[config.mk]
export PLATFORM = sky130hd
export DESIGN_NAME = fb_ddram_arbiter
export DESIGN_NICKNAME = d
export VERILOG_FILES = /design/src/rtl/fb_ddram_arbiter.sv
export SDC_FILE = /design/constraint.sdc
export NUM_CORES = 2
export LEC_CHECK = 0
export ABC_AREA = 1
export CAP_MARGIN = 20
export CORE_MARGIN = 5
export CORE_UTILIZATION = 30
export DETAILED_ROUTE_END_ITERATION = 8
export GPL_TIMING_DRIVEN = 1
export SETUP_SLACK_MARGIN = 0.5
export SLEW_MARGIN = 10
export SYNTH_ARGS = -nofsm -noshare
export SYNTH_HDL_FRONTEND = slang
export SYNTH_SLANG_ARGS = --single-unit
[constraint.sdc]
create_clock -name CLK_VIDEO -period 20.5 [get_ports CLK_VIDEO]
set_input_delay 6.15 -clock CLK_VIDEO [delete_from_list [all_inputs] [get_ports CLK_VIDEO]]
set_output_delay 6.15 -clock CLK_VIDEO [all_outputs]
set_load 0.01 [all_outputs]
[src/rtl/fb_ddram_arbiter.sv]
// Arbitrates the DDR3 command port between a posted pixel-write FIFO (port A)
// and one generic read/write requester (port B); commands hold until DDRAM_BUSY drops.
module fb_ddram_arbiter #(
    parameter int FIFO_AW = 4,
    parameter int HWM     = 12
) (
    input  logic        CLK_VIDEO,
    input  logic        RESET_N,

    input  logic        A_WE,
    input  logic [28:0] A_ADDR,
    input  logic [63:0] A_DIN,
    input  logic [7:0]  A_BE,
    output logic        A_FULL,
    output logic        A_OVF,

    input  logic        B_REQ,
    input  logic        B_WE,
    input  logic [28:0] B_ADDR,
    input  logic [63:0] B_DIN,
    input  logic [7:0]  B_BE,
    output logic        B_ACK,
    output logic [63:0] B_DOUT,

    output logic        DDRAM_CLK,
    input  logic        DDRAM_BUSY,
    input  logic [63:0] DDRAM_DOUT,
    input  logic        DDRAM_DOUT_READY,
    output logic [7:0]  DDRAM_BURSTCNT,
    output logic [28:0] DDRAM_ADDR,
    output logic [63:0] DDRAM_DIN,
    output logic [7:0]  DDRAM_BE,
    output logic        DDRAM_WE,
    output logic        DDRAM_RD
);

    localparam int DEPTH = 1 << FIFO_AW;
    localparam logic [FIFO_AW:0]   C_DEPTH   = {1'b1, {FIFO_AW{1'b0}}};
    localparam logic [FIFO_AW:0]   C_HWM     = (FIFO_AW+1)'(HWM);
    localparam logic [FIFO_AW:0]   C_CNT_ONE = {{FIFO_AW{1'b0}}, 1'b1};
    localparam logic [FIFO_AW-1:0] C_PTR_ONE = {{(FIFO_AW-1){1'b0}}, 1'b1};

    localparam logic [1:0] S_IDLE   = 2'd0;
    localparam logic [1:0] S_ISSUE  = 2'd1;
    localparam logic [1:0] S_RDWAIT = 2'd2;

    logic [100:0]       r_mem [0:DEPTH-1];
    logic [FIFO_AW-1:0] r_wptr;
    logic [FIFO_AW-1:0] r_rptr;
    logic [FIFO_AW:0]   r_count;
    logic               r_ovf;

    logic [1:0]         r_state;
    logic               r_last_a;
    logic               r_cmd_b;
    logic               r_we;
    logic               r_rd;
    logic               r_b_ack;
    logic [28:0]        r_addr;
    logic [63:0]        r_din;
    logic [7:0]         r_be;
    logic [63:0]        r_b_dout;

    logic               w_full;
    logic               w_empty;
    logic               w_push;
    logic               w_pop;
    logic               w_a_cand;
    logic               w_b_cand;
    logic               w_hwm;
    logic               w_grant_a;
    logic               w_grant_b;
    logic [100:0]       w_head;

    assign w_full   = (r_count == C_DEPTH);
    assign w_empty  = (r_count == '0);
    assign w_hwm    = (r_count >= C_HWM);
    assign w_a_cand = !w_empty;
    // B_ACK masks the cycle in which the requester is still dropping B_REQ
    assign w_b_cand = B_REQ && !r_b_ack;

    assign w_grant_a = (r_state == S_IDLE) && w_a_cand && (!w_b_cand || w_hwm || !r_last_a);
    assign w_grant_b = (r_state == S_IDLE) && w_b_cand && !w_grant_a;

    assign w_push = A_WE && !w_full;
    assign w_pop  = w_grant_a;
    assign w_head = r_mem[r_rptr];

    always_ff @(posedge CLK_VIDEO) begin
        if (w_push) begin
            r_mem[r_wptr] <= {A_ADDR, A_DIN, A_BE};
        end
    end

    always_ff @(posedge CLK_VIDEO) begin
        if (!RESET_N) begin
            r_wptr  <= '0;
            r_rptr  <= '0;
            r_count <= '0;
            r_ovf   <= 1'b0;
        end else begin
            if (w_push) begin
                r_wptr <= r_wptr + C_PTR_ONE;
            end
            if (w_pop) begin
                r_rptr <= r_rptr + C_PTR_ONE;
            end
            case ({w_push, w_pop})
                2'b10:   r_count <= r_count + C_CNT_ONE;
                2'b01:   r_count <= r_count - C_CNT_ONE;
                default: r_count <= r_count;
            endcase
            if (A_WE && w_full) begin
                r_ovf <= 1'b1;
            end
        end
    end

    always_ff @(posedge CLK_VIDEO) begin
        if (!RESET_N) begin
            r_state  <= S_IDLE;
            r_last_a <= 1'b0;
            r_cmd_b  <= 1'b0;
            r_we     <= 1'b0;
            r_rd     <= 1'b0;
            r_b_ack  <= 1'b0;
            r_addr   <= '0;
            r_din    <= '0;
            r_be     <= '0;
            r_b_dout <= '0;
        end else begin
            r_b_ack <= 1'b0;
            case (r_state)
                S_IDLE: begin
                    if (w_grant_a) begin
                        {r_addr, r_din, r_be} <= w_head;
                        r_we     <= 1'b1;
                        r_rd     <= 1'b0;
                        r_cmd_b  <= 1'b0;
                        r_last_a <= 1'b1;
                        r_state  <= S_ISSUE;
                    end else if (w_grant_b) begin
                        r_addr   <= B_ADDR;
                        r_din    <= B_DIN;
                        r_be     <= B_BE;
                        r_we     <= B_WE;
                        r_rd     <= !B_WE;
                        r_cmd_b  <= 1'b1;
                        r_last_a <= 1'b0;
                        r_state  <= S_ISSUE;
                    end
                end
                S_ISSUE: begin
                    if (!DDRAM_BUSY) begin
                        r_we <= 1'b0;
                        r_rd <= 1'b0;
                        if (r_rd) begin
                            r_state <= S_RDWAIT;
                        end else begin
                            r_b_ack <= r_cmd_b;
                            r_state <= S_IDLE;
                        end
                    end
                end
                S_RDWAIT: begin
                    if (DDRAM_DOUT_READY) begin
                        r_b_dout <= DDRAM_DOUT;
                        r_b_ack  <= 1'b1;
                        r_state  <= S_IDLE;
                    end
                end
                default: r_state <= S_IDLE;
            endcase
        end
    end

    assign A_FULL         = w_full;
    assign A_OVF          = r_ovf;
    assign B_ACK          = r_b_ack;
    assign B_DOUT         = r_b_dout;
    assign DDRAM_CLK      = CLK_VIDEO;
    assign DDRAM_BURSTCNT = 8'd1;
    assign DDRAM_ADDR     = r_addr;
    assign DDRAM_DIN      = r_din;
    assign DDRAM_BE       = r_be;
    assign DDRAM_WE       = r_we;
    assign DDRAM_RD       = r_rd;

endmodule

# ---- Word level (Yosys, flattened, before mapping)
# Memory sizes are Yosys's and may differ from the RTL's. A register that Yosys moved wholly into a read port is not among the register bits.
# Index checks and enable logic that the tools add are counted.
dict set report word_totals {
  out_inout_bits 179
  input_bits 273
  mem_count 1
  ram_bits 1616
  regBits 186
  word_cells 85
}
# name depth width read_ports rd_ports_with_merged_regs write_ports line_no
set memory_table {}
lappend memory_table {r_mem 16 101 1 1 1 47} ;# logic [100:0] r_mem [0:DEPTH-1];
dict set report op_classes {
  addsub 4
  muxes 32
  n_reduce_logical 25
  n_eq_ne 8
  n_lt_le_gt_ge 1
}
# cell n
set ops {}
lappend ops {{two-way mux 64 bit} 2}
lappend ops {{two-way mux 29 bit} 2}
lappend ops {{two-way mux 8 bit} 2}
lappend ops {{two-way mux 1 bit} 14}
lappend ops {{two-way mux 2 bit} 5}
lappend ops {{one-hot mux 5 bit (2 select lines)} 1}
lappend ops {{adder 4 x 1 -> 4 bit (second input constant)} 2}
lappend ops {{two-way mux 4 bit} 2}
lappend ops {{logical AND 1 bit} 7}
lappend ops {{logical NOT 1 bit} 7}
lappend ops {{one-hot mux 1 bit (2 select lines)} 3}
lappend ops {{one-hot mux 2 bit (3 select lines)} 1}
lappend ops {{AND reduction 3 bit} 2}
lappend ops {{nonzero test 2 bit} 3}
lappend ops {{adder 5 x 1 -> 5 bit (second input constant)} 1}
lappend ops {{== test 5 bit (second input constant)} 1}
lappend ops {{>= comparator 5 x 4 -> 1 bit (second input constant)} 1}
lappend ops {{logical NOT 5 bit} 1}
lappend ops {{subtractor 5 x 1 -> 5 bit (second input constant)} 1}
lappend ops {{== test 2 x 1 -> 1 bit (second input constant)} 2}
lappend ops {{== test 2 bit (second input constant)} 2}
lappend ops {{!= test 2 bit (second input constant)} 2}
lappend ops {{AND reduction 2 bit} 2}
lappend ops {{!= test 3 bit (second input constant)} 1}
lappend ops {{other kinds (2)} 3}

# ---- Logic depth before layout (Yosys ltp)
dict set report logic_depth {
  ltp_word 11
  mapped_depth 19
  depth_no_buf 16
}

==> impl_metrics.tcl <==
set metrics [dict create \
    status "completed" \
    grt_max_degree 335 \
    fin_nets 7728 \
    firstDrtPassIters 5 \
    cpPeakStageDelay_ns 0.47 \
    crit_path_cell_trace "clkbuf_16 -> clkbuf_16 -> clkdlybuf4s50_1" \
    tritoncts "yes" \
    first_global_vias 49800 \
    worstMarginPinSlew_ns 1.50 \
    antenna_found_initial 37 \
    die_h_um 511 \
    netlist_area_sq_um 75300 \
    crit_slowest_cell "clkdlybuf4s50_1" \
    nFillCells 24600 \
    insertion_delay_ns 0.98 \
    routabilityCongestion 0.859 \
    via_per_inst 4.73 \
    final_cells 11000 \
    critical-path-top-delay-family "buffers and inverters" \
    avgSynthCellArea_sq_um 10.5 \
    tns_ns 0 \
    p_per_area_nw_per_um2 121 \
    drive_gt1_share_pct 5.07 \
    syn_to_final_growth_pct 18.1 \
    ys.flop_type "edfxtp_1" \
    rows 184 \
    drt-initial-drc-count 4815 \
    postCtsSetupRepairBufs 0 \
    drc 0 \
    irDropWorstVdd_uv 151 \
    drv_slew 0 \
    grt_usage_pct 16.2 \
    gr-total-overflow 0 \
    place_area_sq_um 82400 \
    crit_buf_inv 3 \
    grt_pass1_wl_mm 325 \
    via_count 51800 \
    ys_ff_latch 1806 \
    post-route-cell-area_sq_um 88900 \
    crit_fanout 3 \
    floorplan.initialDensity_pct 30.1 \
    wl_mm 220 \
    cp.required_ns 14.35 \
    power_uw 10800 \
    endpoint_kind "output port" \
    yosysWarnings 0 \
    skew_ns 0.0698 \
    cts_resized 0 \
    die_x_um 511 \
    boundaryPins 452 \
    port_buffers 443 \
    drv_cap 0 \
    worstSetupPathType "clock port to output port" \
    grt_setup_unrepaired "false" \
    synth-edff-count 1616 \
    placedCellCount 10600 \
    hold_viol 0 \
    crit_top_cell "clkbuf_16" \
    min_path_type "flip-flop to flip-flop" \
    cp-start-kind "clock port" \
    wl_per_cell_um 20.0 \
    ys_types 34 \
    max_slew_margin_pct 0.300 \
    die_area_sq_um 261000 \
    arrival_ns 10.97 \
    hold_buffers 0 \
    path_clk_slew_ns 0.06 \
    ant_nets 0 \
    syn_inst 7156 \
    dpl.hpwl_mm 123 \
    finalSetupViolCount 0 \
    core_sq_um 250000 \
    power_leakage_uw 0.0340 \
    synth_async_sr_flop_share_pct 0 \
    synth-seq-area-share_pct 69.5 \
]
-- through the flow --
stage | util, % | hold WS, ns | setup slack, ns
finish | 35.5 | 0.463 | 3.38
global route | 35.5 | 0.489 | 3.36
CTS | 35.5 | 0.467 | 3.37
detailed placement | 32.9 | 0.456 | 3.65
global placement | 32.9 | 0.454 | 3.65
floorplan | - | 0.431 | 3.98
-- registers in the layout (all words and copies together) (netlist names), named ones only --
| signal | count |
|---|---|
| A_OVF | 1 |
| B_ACK | 1 |
| B_DOUT | 64 |
| DDRAM_ADDR | 29 |
| DDRAM_BE | 8 |
| DDRAM_DIN | 64 |
| DDRAM_RD | 1 |
| DDRAM_WE | 1 |
| r_cmd_b | 1 |
| r_count | 5 |
| r_last_a | 1 |
| r_mem | 1616 |
| r_rptr | 4 |
| r_state | 2 |
| r_wptr | 4 |
-- worst reg2reg max path: cells and delay by family, from the launching register on --
kind	cells	cell delay (ns)
compound gates	3	0.92
buf+inv	3	2.61
simple gates	3	0.34
flops	1	1.01
-- final cells by class --
type                       instances  area, sq um  area share (%)
sequential                      1806        52300            58.9
multi-input combinational       4180        17900            20.2
clock buffer                     242         5140            5.78
timing repair buffer             511         5030            5.66
tap                             3348         4190            4.71
inverter                         753         2880            3.24
clock inverter                   116         1330            1.50
antenna                            9         22.5          0.0253
-- where the power goes --
group / switching, uW / internal, uW / leakage, uW
sequential: 146 / 4220 / 0.0162
clock: 1510 / 2000 / 0.00312
combinational: 1990 / 920 / 0.0148
total: 3650 / 7140 / 0.0340
-- routing by layer --
metal  wire [um]  GRT usage (%)
met5         183              0
met1       93300           21.5
met4        5620           4.90
met3       17100           3.60
met2      103000           26.5
-- synth_stat cells, types with 2 or more instances --
cell,number,area (sq um)
o21ai_1,104,521
buf_6,50,563
nor2_1,862,3240
nand3_1,943,4720
o211ai_1,48,360
buf_1,56,210
nand4_1,2,12.5
o21ai_0,293,1470
nand2_1,1817,6820
buf_2,114,571
ha_1,11,138
dfxtp_1,190,3800
clkbuf_2,2,10.0
buf_8,2,30.0
xnor2_1,2,17.5
xor2_1,3,26.3
edfxtp_1,1616,48500
conb_1,2,7.51
inv_2,5,18.8
buf_4,51,383
clkbuf_1,147,552
a21oi_1,78,390
inv_1,747,2800
-- path summary, 6_finish.rpt --
kind / start / end / slack, ns / cells after the start
max: CLK_VIDEO / DDRAM_CLK / 3.38 / 3
max reg2reg: flip-flop / DDRAM_ADDR[4] / 15.57 / 9
min reg2reg: DDRAM_BE[6] / DDRAM_BE[6] / 0.46 / 2
min: DDRAM_BE[6] / DDRAM_BE[6] / 0.46 / 2
-- logic make-up after synthesis --
logic type,Yosys count,synth area share [%]
adders and majority gates,11,0.183
AOI/OAI and AO/OA,526,3.66
DFF,1806,69.5
xor gates and xnor gates,5,0.0582
and+or+nand+nor,3630,19.7
buffers and inverters,1176,6.87
other,2,0.00998
-- placed cells by master (no fill, tap or decap), drive strengths merged, types with 9 or more instances in the layout --
| cell type | instances |
|---|---|
| a21oi | 78 |
| buf | 70 |
| bufinv | 16 |
| clkbuf | 241 |
| clkdlybuf4s50 | 442 |
| clkinv | 89 |
| dfxtp | 190 |
| diode | 9 |
| edfxtp | 1616 |
| ha | 11 |
| inv | 756 |
| nand2 | 1818 |
| nand3 | 944 |
| nor2 | 863 |
| o211ai | 48 |
| o21ai | 397 |
(Power assumes the default switching activity.)
